`config.mk`:
```
export PLATFORM = sky130hd
export DESIGN_NAME = game_timer_flat
export DESIGN_NICKNAME = d
export VERILOG_FILES = /design/src/rtl/game_timer_if.sv /design/src/rtl/game_timer.sv /design/src/flat_wrapper.sv
export SDC_FILE = /design/constraint.sdc
export NUM_CORES = 1
export LEC_CHECK = 0
export ABC_AREA = 1
export BUFFER_PORTS_ARGS = -buffer_cell sky130_fd_sc_hd__buf_2
export CORE_MARGIN = 10
export CORE_UTILIZATION = 40
export DETAILED_ROUTE_END_ITERATION = 6
export GPL_ROUTABILITY_DRIVEN = 0
export GPL_TIMING_DRIVEN = 0
export SETUP_SLACK_MARGIN = 0.15
export SLEW_MARGIN = 10
export SYNTH_ARGS = -nofsm -noshare
export SYNTH_HDL_FRONTEND = slang
export SYNTH_SLANG_ARGS = --single-unit
```
`constraint.sdc`:
```
create_clock -name clk -period 2.5 [get_ports clk]
set_clock_uncertainty 0.05 [all_clocks]
set_input_delay 0.25 -clock clk [delete_from_list [all_inputs] [get_ports clk]]
set_output_delay 0.25 -clock clk [all_outputs]
set_load 0.02 [all_outputs]
```
`src/rtl/game_timer_if.sv`:
```
// Command/status bundle between the game-control FSM and game_timer.
//   master : game-control side; drives start/pause/stop/clear pulses and
//            reads timer/running/sec_tick/time_up (and minutes/seconds
//            when GAME_TIMER_MMSS_EN is defined).
//   slave  : game_timer side.
interface game_timer_if;
  logic        start;
  logic        pause;
  logic        stop;
  logic        clear;
  logic [10:0] timer;
  logic        running;
  logic        sec_tick;
  logic        time_up;
`ifdef GAME_TIMER_MMSS_EN
  logic [5:0]  minutes;
  logic [5:0]  seconds;
`endif

  modport master (
    output start, pause, stop, clear,
`ifdef GAME_TIMER_MMSS_EN
    input  minutes, seconds,
`endif
    input  timer, running, sec_tick, time_up
  );

  modport slave (
    input  start, pause, stop, clear,
`ifdef GAME_TIMER_MMSS_EN
    output minutes, seconds,
`endif
    output timer, running, sec_tick, time_up
  );
endinterface

```
`src/rtl/game_timer.sv`:
```
// Elapsed-time generator for a sudoku round.
// Divides clk to 1 s ticks, counts them while RUNNING, freezes on stop.
// Ports:
//   clk      : system clock
//   reset    : asynchronous, active-high reset
//   bus      : game_timer_if.slave
//              in  start/pause/stop/clear one-cycle command pulses
//              out timer[10:0] elapsed seconds, running, sec_tick, time_up
// Optional: define GAME_TIMER_MMSS_EN to add registered minutes/seconds
// display outputs kept in step with timer.
module game_timer #(
  parameter int CLK_FREQ   = 50000000,
  parameter int TIME_LIMIT = 120,
  parameter int MAX_TIME   = 2047
) (
  input  logic         clk,
  input  logic         reset,
  game_timer_if.slave  bus
);

  localparam int             PW      = (CLK_FREQ > 1) ? $clog2(CLK_FREQ) : 1;
  localparam logic [PW-1:0]  PS_LAST = PW'(CLK_FREQ - 1);
  localparam logic [10:0]    T_MAX   = 11'(MAX_TIME);
  localparam logic [10:0]    T_LIM   = 11'(TIME_LIMIT);

  typedef enum logic [1:0] {
    IDLE    = 2'd0,
    RUNNING = 2'd1,
    PAUSED  = 2'd2,
    STOPPED = 2'd3
  } state_e;

  state_e        state_q, state_d;
  logic [PW-1:0] prescaler_q, prescaler_d;
  logic [10:0]   timer_q, timer_d;
  logic          running_q, running_d;
  logic          tick_q, tick_d;
  logic          time_up_q, time_up_d;
`ifdef GAME_TIMER_MMSS_EN
  logic [5:0]    minutes_q, minutes_d;
  logic [5:0]    seconds_q, seconds_d;
`endif

  // Only the highest-priority command that is legal in the current state acts.
  logic do_clear_s, do_stop_s, do_start_s, do_pause_s, wrap_s, inc_s;
  assign do_clear_s = bus.clear;
  assign do_stop_s  = !do_clear_s && bus.stop &&
                      ((state_q == RUNNING) || (state_q == PAUSED));
  assign do_start_s = !do_clear_s && !do_stop_s && bus.start &&
                      ((state_q == IDLE) || (state_q == STOPPED));
  assign do_pause_s = !do_clear_s && !do_stop_s && !do_start_s && bus.pause &&
                      ((state_q == RUNNING) || (state_q == PAUSED));
  // A wrap coinciding with stop/pause/clear is discarded.
  assign wrap_s     = (state_q == RUNNING) && (prescaler_q == PS_LAST) &&
                      !do_clear_s && !do_stop_s && !do_pause_s;
  assign inc_s      = wrap_s && (timer_q < T_MAX);

  // State register.
  always_ff @(posedge clk or posedge reset) begin
    if (reset) begin
      state_q <= IDLE;
    end else begin
      state_q <= state_d;
    end
  end

  // Next-state logic.
  always_comb begin
    state_d = state_q;
    if (do_clear_s) begin
      state_d = IDLE;
    end else if (do_stop_s) begin
      state_d = STOPPED;
    end else if (do_start_s) begin
      state_d = RUNNING;
    end else if (do_pause_s) begin
      case (state_q)
        RUNNING: state_d = PAUSED;
        PAUSED:  state_d = RUNNING;
        default: state_d = state_q;
      endcase
    end else begin
      state_d = state_q;
    end
  end

  // Datapath and output next values.
  always_comb begin
    prescaler_d = prescaler_q;
    timer_d     = timer_q;
    tick_d      = 1'b0;
    time_up_d   = time_up_q;
    running_d   = (state_d == RUNNING);
`ifdef GAME_TIMER_MMSS_EN
    minutes_d   = minutes_q;
    seconds_d   = seconds_q;
`endif
    if (do_clear_s || do_start_s) begin
      prescaler_d = '0;
      timer_d     = 11'd0;
      time_up_d   = 1'b0;
`ifdef GAME_TIMER_MMSS_EN
      minutes_d   = 6'd0;
      seconds_d   = 6'd0;
`endif
    end else if (wrap_s) begin
      prescaler_d = '0;
      tick_d      = 1'b1;
      if (inc_s) begin
        timer_d   = timer_q + 11'd1;
        // Compare against the new value so the flag lands on the same edge.
        time_up_d = ((timer_q + 11'd1) >= T_LIM);
`ifdef GAME_TIMER_MMSS_EN
        if (seconds_q == 6'd59) begin
          seconds_d = 6'd0;
          minutes_d = minutes_q + 6'd1;
        end else begin
          seconds_d = seconds_q + 6'd1;
        end
`endif
      end else begin
        timer_d = timer_q;
      end
    end else if ((state_q == RUNNING) && !do_stop_s && !do_pause_s) begin
      prescaler_d = prescaler_q + {{(PW-1){1'b0}}, 1'b1};
    end else begin
      // PAUSED/STOPPED/IDLE, or a pause/stop edge: everything holds.
      prescaler_d = prescaler_q;
    end
  end

  // Datapath registers.
  always_ff @(posedge clk or posedge reset) begin
    if (reset) begin
      prescaler_q <= '0;
      timer_q     <= 11'd0;
      running_q   <= 1'b0;
      tick_q      <= 1'b0;
      time_up_q   <= 1'b0;
`ifdef GAME_TIMER_MMSS_EN
      minutes_q   <= 6'd0;
      seconds_q   <= 6'd0;
`endif
    end else begin
      prescaler_q <= prescaler_d;
      timer_q     <= timer_d;
      running_q   <= running_d;
      tick_q      <= tick_d;
      time_up_q   <= time_up_d;
`ifdef GAME_TIMER_MMSS_EN
      minutes_q   <= minutes_d;
      seconds_q   <= seconds_d;
`endif
    end
  end

  assign bus.timer    = timer_q;
  assign bus.running  = running_q;
  assign bus.sec_tick = tick_q;
  assign bus.time_up  = time_up_q;
`ifdef GAME_TIMER_MMSS_EN
  assign bus.minutes  = minutes_q;
  assign bus.seconds  = seconds_q;
`endif

endmodule

```
`src/flat_wrapper.sv`:
```
// flat-port wrapper written by rule: the top's interface ports become plain ports
module game_timer_flat 
#(
  parameter int CLK_FREQ   = 50000000,
  parameter int TIME_LIMIT = 120,
  parameter int MAX_TIME   = 2047
)
  (clk, reset, bus_start, bus_pause, bus_stop, bus_clear, bus_timer, bus_running, bus_sec_tick, bus_time_up);
  game_timer_if bus_i ();
  input  logic clk;
  input  logic reset;
  input wire logic [$bits(bus_i.start)-1:0] bus_start;
  input wire logic [$bits(bus_i.pause)-1:0] bus_pause;
  input wire logic [$bits(bus_i.stop)-1:0] bus_stop;
  input wire logic [$bits(bus_i.clear)-1:0] bus_clear;
  output wire logic [$bits(bus_i.timer)-1:0] bus_timer;
  output wire logic [$bits(bus_i.running)-1:0] bus_running;
  output wire logic [$bits(bus_i.sec_tick)-1:0] bus_sec_tick;
  output wire logic [$bits(bus_i.time_up)-1:0] bus_time_up;
  assign bus_i.start = bus_start;
  assign bus_i.pause = bus_pause;
  assign bus_i.stop = bus_stop;
  assign bus_i.clear = bus_clear;
  assign bus_timer = bus_i.timer;
  assign bus_running = bus_i.running;
  assign bus_sec_tick = bus_i.sec_tick;
  assign bus_time_up = bus_i.time_up;
  game_timer #(.CLK_FREQ(CLK_FREQ), .TIME_LIMIT(TIME_LIMIT), .MAX_TIME(MAX_TIME)) u_core (.clk(clk), .reset(reset), .bus(bus_i));
endmodule
```
Yosys cells after proc, flatten, opt, wreduce, memory -nomap -nowiden

Cells that the tools add are included.
W data, S select, Z words.

Output and inout bits: 14
Logic and storage cells: 58
Memory bits (read-only): 0
Bits in registers: 42
Bits of input ports: 6
Memories: 0
Bits in latches: 0
RAM bits: 0

Mux-type cells: 16
Magnitude comparators: 2
Divide/modulo/power cells: 0
Bitwise logic cells: 0
Shift operators: 0
Eq/ne operators: 5
Reduce and logical (&&, ||, !) cells: 27
Add/subtract/negate cells: 2
Multiply operators: 0

Operator list:

| cell                    | count |
|---|---|
| $mux W26                | 3 |
| $mux W11                | 3 |
| $add A26 B1 Y26 const B | 1 |
| $eq A26 B26 Y1 const B  | 1 |
| $logic_and A1 B1 Y1     | 15 |
| $add A11 B1 Y11 const B | 1 |
| $ge A11 B7 Y1 const B   | 1 |
| $lt A11 B11 Y1 const B  | 1 |
| $mux W2                 | 4 |
| $mux W1                 | 5 |
| $eq A2 B1 Y1 const B    | 2 |
| $eq A2 B2 Y1 const B    | 2 |
| $logic_not A1 Y1        | 4 |
| $pmux W2 S2             | 1 |
| $reduce_bool A2 Y1      | 2 |
| $logic_or A1 B1 Y1      | 3 |
| $reduce_bool A3 Y1      | 1 |
| $logic_not A2 Y1        | 1 |
| $reduce_and A2 Y1       | 1 |

Longest topological paths before layout

Gate-level depths: netlist (run 1).

Depth after elaboration: 17
Gate-level depth with buffers: 12
Mapped depth without buffers: 11

Worst setup path before layout (run 1)

OpenSTA, ideal clock, no wires.

Path kind: register -> register
From: register u_core.state_q[0]
To: register u_core.timer_q[9], in the netlist u_core.bus.timer[9]
Slack: 0.737 ns
Required time: 2.333 ns
Period minus slack after synthesis: 1.763 ns
Setup time: 0.117 ns
Path buffers: 1
Arrival: 1.596 ns
Stages on the path, launching flop included: 12
Cells stage by stage: dfrtp_1 ha_1 nor2_1 nor2_1 nand2_1 nor2_1 nand3_2 nand2_4 nand2_2 buf_6 nand2_1 nand2_1

Cells in the longest elaborated chain, start to end: 16
Elaborated cells between the ends (all ways): 26
Those cells by class: eq/ne: 3; mux: 1; reduce/logical: 22

Ends and longest elaborated chain:

| what                                         | RTL line                                             | text |
|---|---|---|
| from (decl)                                  | game_timer.sv:33                                     | `state_e state_q, state_d;` |
| from (signal assigned)                       | game_timer.sv:63                                     | `state_q <= state_d;` |
| $eq A2 B1 Y1 or $eq A2 B2 Y1 (tied branches) | game_timer.sv:48, game_timer.sv:52, game_timer.sv:54 |  |
| $logic_or A1 B1 Y1                           | game_timer.sv:48, game_timer.sv:52                   |  |
| $logic_and A1 B1 Y1                          | game_timer.sv:47                                     | `assign do_stop_s = !do_clear_s && bus.stop &&` |
| $logic_not A1 Y1                             | game_timer.sv:49, game_timer.sv:51, game_timer.sv:55 |  |
| $logic_and A1 B1 Y1                          | game_timer.sv:49, game_timer.sv:51                   |  |
| $logic_and A1 B1 Y1 (2 in a row)             | game_timer.sv:49                                     | `assign do_start_s = !do_clear_s && !do_stop_s && bus.start &&` |
| $logic_not A1 Y1                             | game_timer.sv:51                                     | `assign do_pause_s = !do_clear_s && !do_stop_s && !do_start_s && bus.pause &&` |
| $logic_and A1 B1 Y1 (3 in a row)             | game_timer.sv:51                                     |  |
| $logic_not A1 Y1                             | game_timer.sv:55                                     | `!do_clear_s && !do_stop_s && !do_pause_s;` |
| $logic_and A1 B1 Y1                          | game_timer.sv:55                                     |  |
| $logic_and A1 B1 Y1                          | game_timer.sv:56                                     | `assign inc_s = wrap_s && (timer_q < T_MAX);` |
| $reduce_bool A2 Y1 (no line)                 | --                                                   |  |
| $reduce_and A2 Y1 (no line)                  | --                                                   |  |
| to (signal assigned)                         | game_timer.sv:146                                    | `timer_q <= timer_d;` |
| to (decl)                                    | game_timer.sv:35                                     | `logic [10:0] timer_q, timer_d;` |

Several ways; a longest one is shown, not always the timed one.
A chain may end at the register's enable or synchronous reset.

Final worst setup path (run 1)

From: register u_core.state_q[0]
To: register u_core.timer_q[3], in the netlist u_core.bus.timer[3]

Same word-level chain as after synthesis.

==> results_dict.tcl, run 1 <==
set metrics [dict create \
    status "completed" \
    grt_pass1_vias 2320 \
    numCtsBuffers 5 \
    die_h_um 101.9 \
    postSynthAreaPerCell_um2 6.820 \
    vias_per_cell 4.940 \
    cpMaxStageDelayCell "dfrtp_1" \
    worst_pin_slew_ps 425.6 \
    cp-start-kind "flip-flop" \
    synth_cells 393 \
    grt-ovfl-total 0 \
    synthSimpleGateAreaFrac_pct 42.95 \
    cp-end-kind "flip-flop" \
    fin_crit_ps 2055 \
    synth_xor_xnor_area_share_pct 3.922 \
    path_class "reg -> reg" \
    grt_usage_pct 12.98 \
    post-route-period-util_pct 82.21 \
    synth_compound_area_share_pct 3.875 \
    hold_viol 0 \
    tns_ps 0 \
    synthTopCellsByArea "dfrtp_1 (39%), nand2_1 (17%), nor2_1 (9.9%), inv_1 (5.7%), nand3_1 (5.4%)" \
    drc 0 \
    yosysTopAreaCell "dfrtp_1" \
    synth_edf_count 0 \
    wl_met2_mm 3.089 \
    final_antenna_net_count 0 \
    nets 431 \
    wl_met1_mm 2.999 \
    grt_max_degree 30 \
    min_path_type "in -> reg" \
    io_pins 20 \
    mappedNetlistArea_mm2 0.002680 \
    drv_slew 0 \
    path_max_fanout 10 \
    finalWorstSetupSlack_ps 444.7 \
    setup-violations-final 0 \
    dieArea_mm2 0.01037 \
    yosys_warnings 0 \
    port_buffers 19 \
    p_per_area_mw_per_mm2 561.6 \
    final_util_pct 46.93 \
    synth_top_family_by_area "simple AND/OR/NAND/NOR gates" \
    grt_pass1_wl_mm 10.85 \
    worstPathRequired_ps 2650 \
    synthAdderAreaFrac_pct 1.867 \
    synth_seq_area_share_pct 39.22 \
    routedWlPerCell_um 12.89 \
    via_count 2460 \
    path_clk_slew_ps 80 \
    hpwlAfterDp_mm 4.858 \
    synth_async_sr_flop_share_pct 100.0 \
    cp_cell_sequence "ha_1, nor2_1, nor2_1, nand2_1, nor2_1, nand3_2, nand2_4, nand2_2, buf_6, nand2_1, nand2_1" \
    max_slew_margin_pct 71.62 \
    yosysUniqueCellTypes 32 \
    wirelength_mm 6.418 \
    max_freq_mhz 486.6 \
    area_growth_pct 12.46 \
    cts_resized 0 \
    floorplan.initialDensity_pct 41.73 \
    antenna_cells 0 \
    clk_latency_ps 300 \
    drive_gt1_share_pct 12.35 \
    synth_top_area_share_pct 39.22 \
    syn_nets 403 \
    routed.top_layer "met4" \
    ys.flop_type "dfrtp_1" \
    num-fill-cells 663 \
    antenna_found_initial 0 \
    cp.arrival_ps 2200 \
    firstDrtPassIters 4 \
    clock_path_buffers 2 \
    cpPeakStageDelay_ps 400 \
    p_leak_nw 1.409 \
    place_ws_ps 455.9 \
    rsz0062_at_grt "false" \
    cap_violations 0 \
    multi_input_area_mm2 0.001410 \
    wl_met3_um 266 \
    finalHoldWorstSlack_ps 222.9 \
    finalPower_mw 1.693 \
    rows 29 \
    cts_tree "built" \
    drt_iter0_drc 123 \
    h-tree-depth 2 \
    clock-root-buffer "clkbuf_8" \
    muxShareOfSynthArea_pct 0 \
    seq_area_mm2 0.001051 \
    cts.sinks 42 \
    ir_drop_mv 0.3289 \
    ys_seq_elements 42 \
    core_mm2 0.006422 \
    fp.dieW_um 101.9 \
]
final timing paths:
path	start	endpoint	slack (ps)	depth (start not counted)
worst min register to register	u_core.bus.time_up	u_core.bus.time_up	450	2
worst min-delay path	bus_clear	u_core.state_q[0]	220	4
min in group asynchronous	reset	u_core.bus.timer[10]	400	3
max in group asynchronous	reset	u_core.prescaler_q[22]	1540	4
worst max-delay path	u_core.state_q[0]	u_core.bus.timer[3]	440	11
worst max register to register	u_core.state_q[0]	u_core.bus.timer[3]	440	11
layer usage:
| layer | up-vias | GRT usage (%) |
|---|---|---|
| li1 | 1291 | - |
| met5 | - | 0 |
| met2 | 38 | 22.42 |
| met4 | 0 | 3.471 |
| met3 | 6 | 2.699 |
| met1 | 1125 | 16.11 |
flip-flops by register name, indices dropped and copies added, names as in the netlist:
| signal | cells |
|---|---|
| u_core.bus.sec_tick | 1 |
| u_core.bus.timer | 11 |
| u_core.state_q | 2 |
| u_core.prescaler_q | 26 |
| u_core.bus.time_up | 1 |
| u_core.bus.running | 1 |
placed cells by master (no fill, tap or decap), drive strengths merged, types with 4 or more instances in the layout:
cell    netlist  layout
nand3        32      32
nand2       122     122
xor2          8       8
ha            4       4
inv          46      46
xnor2         4       4
nand4        16      16
a21oi         8       8
clkbuf        0       6
o21ai         7       7
nor2         77      77
buf           6      26
dfrtp        42      42
nor3         10      10
worst max-delay path: cells and delay by family, from the launching register on:
kind	cells	cell delay [ps]
simple gates	9	1000
fa+ha+maj	1	350
buf+inv	1	150
flops	1	400
power by group:
group	internal, mW	total, mW	switching, mW
clock network	0.320	0.563	0.244
logic	0.111	0.410	0.298
registers	0.704	0.720	0.0159
total	1.13	1.69	0.558
what timing repair did:
item,4_1_cts,5_1_grt
hold buffers,1,0
buffers inserted,0,0
endpoints found under the hold margin,13,0
endpoints found under the setup margin,0,0
synth_stat cells (2+ instances only):
cell type / count
nor3_1: 10
xor2_1: 8
nand2_1: 119
inv_2: 5
nand3_2: 3
clkinv_1: 2
o21ai_1: 2
nor2_4: 2
nor3b_1: 2
nand3_1: 29
ha_1: 4
inv_1: 41
a21oi_1: 8
buf_2: 4
nor2_1: 71
nand2_2: 2
dfrtp_1: 42
nand4_1: 15
o21ai_0: 5
nor2_2: 4
xnor2_1: 4
area by class of cell:
cell class / count / share of cell area, %
multi-input cells: 297 / 46.78
flip-flops and latches: 42 / 34.87
inverters: 48 / 5.978
repair buffers: 21 / 4.151
well taps: 77 / 3.196
clock buffers: 6 / 2.740
plain buffers: 6 / 1.287
clock inverters: 1 / 0.9963
metrics by stage:
step | cells | area, um^2
final | 498 | 3014
after detailed placement | 490 | 2892
after global routing | 498 | 3014
after CTS | 498 | 3014
after global placement | 489 | 2872
after floorplan | 393 | 2680
cell families (layout without fill, tap and decap cells):
logic type / after synthesis / count (layout)
AO/OA/AOI/OAI: 19 / 19
AND/OR/NAND/NOR: 262 / 262
XOR/XNOR: 12 / 12
adder cells (fa/ha/maj): 4 / 4
flip-flops: 42 / 42
buffers and inverters: 54 / 82
(Power assumes the default switching activity.)
==> inputs of run 2 (changes only) <==
Clock period 2.5 ns to 1.7 ns, I/O delays scaled along.
==> results_dict.tcl, run 2 (synthesized netlist as in run 1, its figures left out) <==
set metrics [dict create \
    finalHoldWorstSlack_ps 210.8 \
    floorplan.initialDensity_pct 41.73 \
    vias_per_cell 5.050 \
    drc 0 \
    layout_commonest_cell "nand2_1" \
    hold_path_depth 4 \
    dieArea_mm2 0.01037 \
    cp-end-kind "flip-flop" \
    io_pins 20 \
    reg2reg_depth 11 \
    fin_crit_ps 1793 \
    path_class "reg -> reg" \
    placed_cell_area_mm2 0.002950 \
    r2r_start "u_core.state_q[1]" \
    final_antenna_net_count 0 \
    worst_pin_slew_ps 296.5 \
    hold_viol 0 \
    clock_path_buffers 2 \
    via_count 2621 \
    post-route-period-util_pct 105.5 \
    grt_max_degree 37 \
    finalWorstSetupSlack_ps -92.99 \
    cp.arrival_ps 1980 \
    p_leak_nw 1.540 \
    p_per_area_mw_per_mm2 841.9 \
    largest_reg_flops 26 \
    min_path_type "in -> reg" \
    path_max_fanout 10 \
    drive_gt1_share_pct 24.21 \
    h-tree-depth 2 \
    whs_endpoint "u_core.bus.running" \
    place_inst 490 \
    rsz0062_at_grt "true" \
    cts.sinks 42 \
    top_register "u_core.prescaler_q" \
    firstDrtPassIters 4 \
    final_cell_mix "nand2_1 (112), nor2_1 (61), dfrtp_1 (41)" \
    timing.rr.end "u_core.bus.timer[9]" \
    postLayoutCellArea_mm2 0.003347 \
    nets 451 \
    hp-start "bus_clear" \
    rows 29 \
    grt_pass1_wl_mm 11.96 \
    fp.dieW_um 101.9 \
    numCtsBuffers 5 \
    wirelength_mm 7.038 \
    area_growth_pct 24.88 \
    clk_latency_ps 300 \
    cp-start-kind "flip-flop" \
    hpwlAfterDp_mm 5.004 \
    drv_slew 0 \
    status "complete, but fails checks" \
    tns_ps -1842 \
    core_mm2 0.006422 \
    antenna_cells 0 \
    port_buffers 19 \
    finalPower_mw 2.818 \
    max_freq_mhz 557.7 \
    r2r_slack_ps -90 \
    violations "setup timing" \
    die_h_um 101.9 \
    drt_iter0_drc 153 \
    layout.cells.non_filler 519 \
    cap_violations 0 \
    antenna_found_initial 0 \
    worstPathRequired_ps 1890 \
    clock-root-buffer "clkbuf_8" \
    path_clk_slew_ps 80 \
    final_util_pct 52.11 \
    routedWlPerCell_um 13.56 \
    max_slew_margin_pct 80.08 \
    grt-ovfl-total 0 \
    cts_tree "built" \
    grt_pass1_vias 2568 \
    ir_drop_mv 0.6059 \
    grt_usage_pct 14.17 \
    place_ws_ps -205.3 \
    setup-violations-final 36 \
]
run 2: changes by cell type in the layout (fill, tap and decap cells not counted), sizes merged:
cell,delta
bufinv,-1
buf,+20
inv,+1
clkbuf,+1
run 2: final cells by class:
type	instances	area, um^2
buffer	6	67.56
sequential	42	1052
multi-input combinational	297	1572
clock inverter	1	5.005
timing repair buffer	41	282.8
inverter	48	185.2
tap	77	96.34
fill	644	3075
clock buffer	7	86.33
run 2: worst max path at each step:
stage / slack, ps / depth (start not counted) / start / endpoint
finish: -90 / 11 / u_core.state_q[1] / u_core.bus.timer[9]
global placement: -160 / 8 / u_core.state_q[0] / u_core.prescaler_q[14]
global route: -210 / 12 / u_core.state_q[1] / u_core.bus.timer[10]
CTS: -100 / 12 / u_core.state_q[1] / u_core.bus.timer[2]
floorplan: 20 / 11 / u_core.state_q[0] / u_core.bus.timer[9]
detailed placement: -210 / 8 / u_core.state_q[0] / u_core.prescaler_q[19]
run 2: critical path, cell delays in order, from the launching register on:
cell and delay [ps]:
dfrtp_1 410, inv_2 90, ha_4 220, buf_4 150, nand2_4 80, nand2_4 90, inv_6 100, nand4_4 160
nand2_4 130, buf_8 130, nand2_1 50, nand2_1 70
run 2: routing by layer:
layer	track usage (%)	share of wire [%]	wire, um	vias to the layer above
met5	0	0	0	-
met4	4.121	1.1	76	0
met3	2.969	5.2	363	9
met2	23.81	48	3350	55
met1	17.98	46	3247	1225
li1	-	-	-	1332
run 2: power by group:
part / internal (mW) / switching [mW]
clock: 0.329 / 0.364
sequential: 1.04 / 0.0302
combinational: 0.460 / 0.600
run 2: timing repair:
item | 4_1_cts | 5_1_grt
setup buffers | 13 | 7
endpoints found under the hold margin | 42 | 0
hold buffers | 1 | 0
setup endpoints to repair | 40 | 42
resized for setup | 27 | 20
pin swaps | 15 | 11
==> inputs of run 3 (changes only) <==
Settings changed: CELL_PAD_IN_SITES_DETAIL_PLACEMENT from default to 1, CELL_PAD_IN_SITES_GLOBAL_PLACEMENT from default to 2, CORE_UTILIZATION 40 to 30, PLACE_DENSITY_LB_ADDON from default to 0.1.
==> results_dict.tcl, run 3 (synthesized netlist as in run 1, its figures left out) <==
set metrics [dict create \
    grt_usage_pct 13.42 \
    cts_tree "built" \
    antenna_found_initial 0 \
    via_count 2662 \
    use_met3_pct 2.516 \
    drt_iter0_drc 118 \
    port_buffers 19 \
    numCtsBuffers 5 \
    fin_crit_ps 1869 \
    cpMaxStageDelayCell "dfrtp_1" \
    clk_latency_ps 290 \
    min_path_type "in -> reg" \
    post-route-period-util_pct 109.9 \
    path_class "reg -> reg" \
    h-tree-depth 2 \
    reg2reg_depth 11 \
    cp_cell_sequence "inv_2, ha_4, inv_2, nand4_1, buf_4, nand3_4, nor2_4, buf_6, nand2_2, nand2_1, nor2_1" \
    cts.sinks 42 \
    setup.worst_path.start "u_core.state_q[1]" \
    area_growth_pct 35.34 \
    cp-start-kind "flip-flop" \
    setup-violations-final 38 \
    worstPathRequired_ps 1840 \
    r2r_slack_ps -170 \
    crit_family "simple AND/OR/NAND/NOR gates" \
    violations "setup timing" \
    hpwlAfterDp_mm 6.218 \
    rsz0062_at_grt "true" \
    worst_pin_slew_ps 490.3 \
    top_register "u_core.prescaler_q" \
    nets 453 \
    rows 34 \
    drv_slew 0 \
    cp-end-kind "flip-flop" \
    final_cell_mix "nand2_1 (95), nor2_1 (57), dfrtp_1 (42)" \
    r2r_start "u_core.state_q[1]" \
    timing.rr.end "u_core.prescaler_q[17]" \
    clock-root-buffer "clkbuf_8" \
    placed_cell_area_mm2 0.002989 \
    antenna_cells 0 \
    dieArea_mm2 0.01311 \
    ir_drop_mv 0.6246 \
    finalHoldWorstSlack_ps 194.3 \
    cp.depth 11 \
    max_freq_mhz 535.1 \
    cp_num_buf_inv 4 \
    core_mm2 0.008721 \
    largest_reg_flops 26 \
    path_max_fanout 5 \
    firstDrtPassIters 4 \
    gr-max-usage-layer "met2" \
    layout_commonest_cell "nand2_1" \
    vias_per_cell 4.822 \
    grt_pass1_wl_mm 14.35 \
    path_clk_slew_ps 90 \
    cp.arrival_ps 2010 \
    grt_max_degree 24 \
    drc 0 \
    routedWlPerCell_um 15.69 \
    path_common_cell "inv_2" \
    max_slew_margin_pct 67.27 \
    cp-endpoint "u_core.prescaler_q[17]" \
    clock_path_buffers 2 \
    floorplan.initialDensity_pct 30.73 \
    wirelength_mm 8.663 \
    postLayoutCellArea_mm2 0.003627 \
    grt-ovfl-total 0 \
    num-fill-cells 1094 \
    final_util_pct 41.59 \
    final_antenna_net_count 0 \
    finalWorstSetupSlack_ps -168.8 \
    io_pins 20 \
    hold_viol 0 \
    cap_violations 0 \
    p_leak_nw 1.642 \
    grtUsageMet1_pct 18.56 \
    globalRouteMet2Util_pct 21.06 \
    drive_gt1_share_pct 31.31 \
    die_h_um 114.5 \
    cpPeakStageDelay_ps 380 \
    p_per_area_mw_per_mm2 849.7 \
    grt_pass1_vias 2773 \
    fp.dieW_um 114.5 \
    status "complete, but fails checks" \
]
[run 3: worst min path at each step]
stage / start / end / slack, ps / cells past startpoint
finish: bus_start / u_core.state_q[0] / 190 / 5
global route: bus_start / u_core.state_q[0] / 240 / 5
CTS: bus_start / u_core.state_q[0] / 200 / 5
detailed placement: reset / u_core.prescaler_q[22] / 180 / 2
global placement: u_core.bus.time_up / u_core.bus.time_up / 410 / 2
floorplan: bus_clear / u_core.state_q[0] / 330 / 3
[run 3: where the power goes]
group | total, mW | switching (mW) | leakage [nW] | internal (mW)
clock network | 0.701 | 0.374 | 0.0472 | 0.327
logic | 1.32 | 0.721 | 1.01 | 0.598
registers | 1.06 | 0.0267 | 0.584 | 1.03
[run 3: tightest hold or removal path: cells and delay by family]
family,cells,cell delay (ps)
buf+inv,2,140
compound gates,2,130
simple gates,1,70
[run 3: cell type report]
| class | count | area (um^2) | area share, % |
|---|---|---|---|
| buffer | 6 | 87.58 | 2.415 |
| clock buffer | 6 | 82.58 | 2.277 |
| clock inverter | 2 | 12.51 | 0.3449 |
| inverter | 48 | 185.2 | 5.105 |
| multi-input combinational | 297 | 1719 | 47.40 |
| sequential | 42 | 1051 | 28.98 |
| tap | 108 | 135.1 | 3.725 |
| timing repair buffer | 43 | 354.1 | 9.762 |
[run 3: timing repair]
action,CTS,global route
pin swaps,6,21
endpoints found under the hold margin,19,0
buffers inserted,10,9
gates resized for setup,39,59
hold buffers,1,0
cloned,2,1
endpoints found under the setup margin,40,42
[run 3: metrics by stage]
step	total power, mW	setup slack, ps	std cells	setup TNS (ps)
finish	3.082	-168.8	552	-4568
global placement	1.828	-288.7	520	-18210
CTS	2.821	-132.8	542	-3366
global route	3.260	-280.3	552	-9004
floorplan	1.596	21.89	393	0
detailed placement	1.836	-286.4	521	-7552
[run 3: per-layer routing]
| layer | wire length (um) | share of wire [%] |
|---|---|---|
| met1 | 4318 | 50 |
| met2 | 3995 | 46 |
| met3 | 244 | 2.8 |
| met4 | 106 | 1.2 |
| met5 | 0 | 0 |
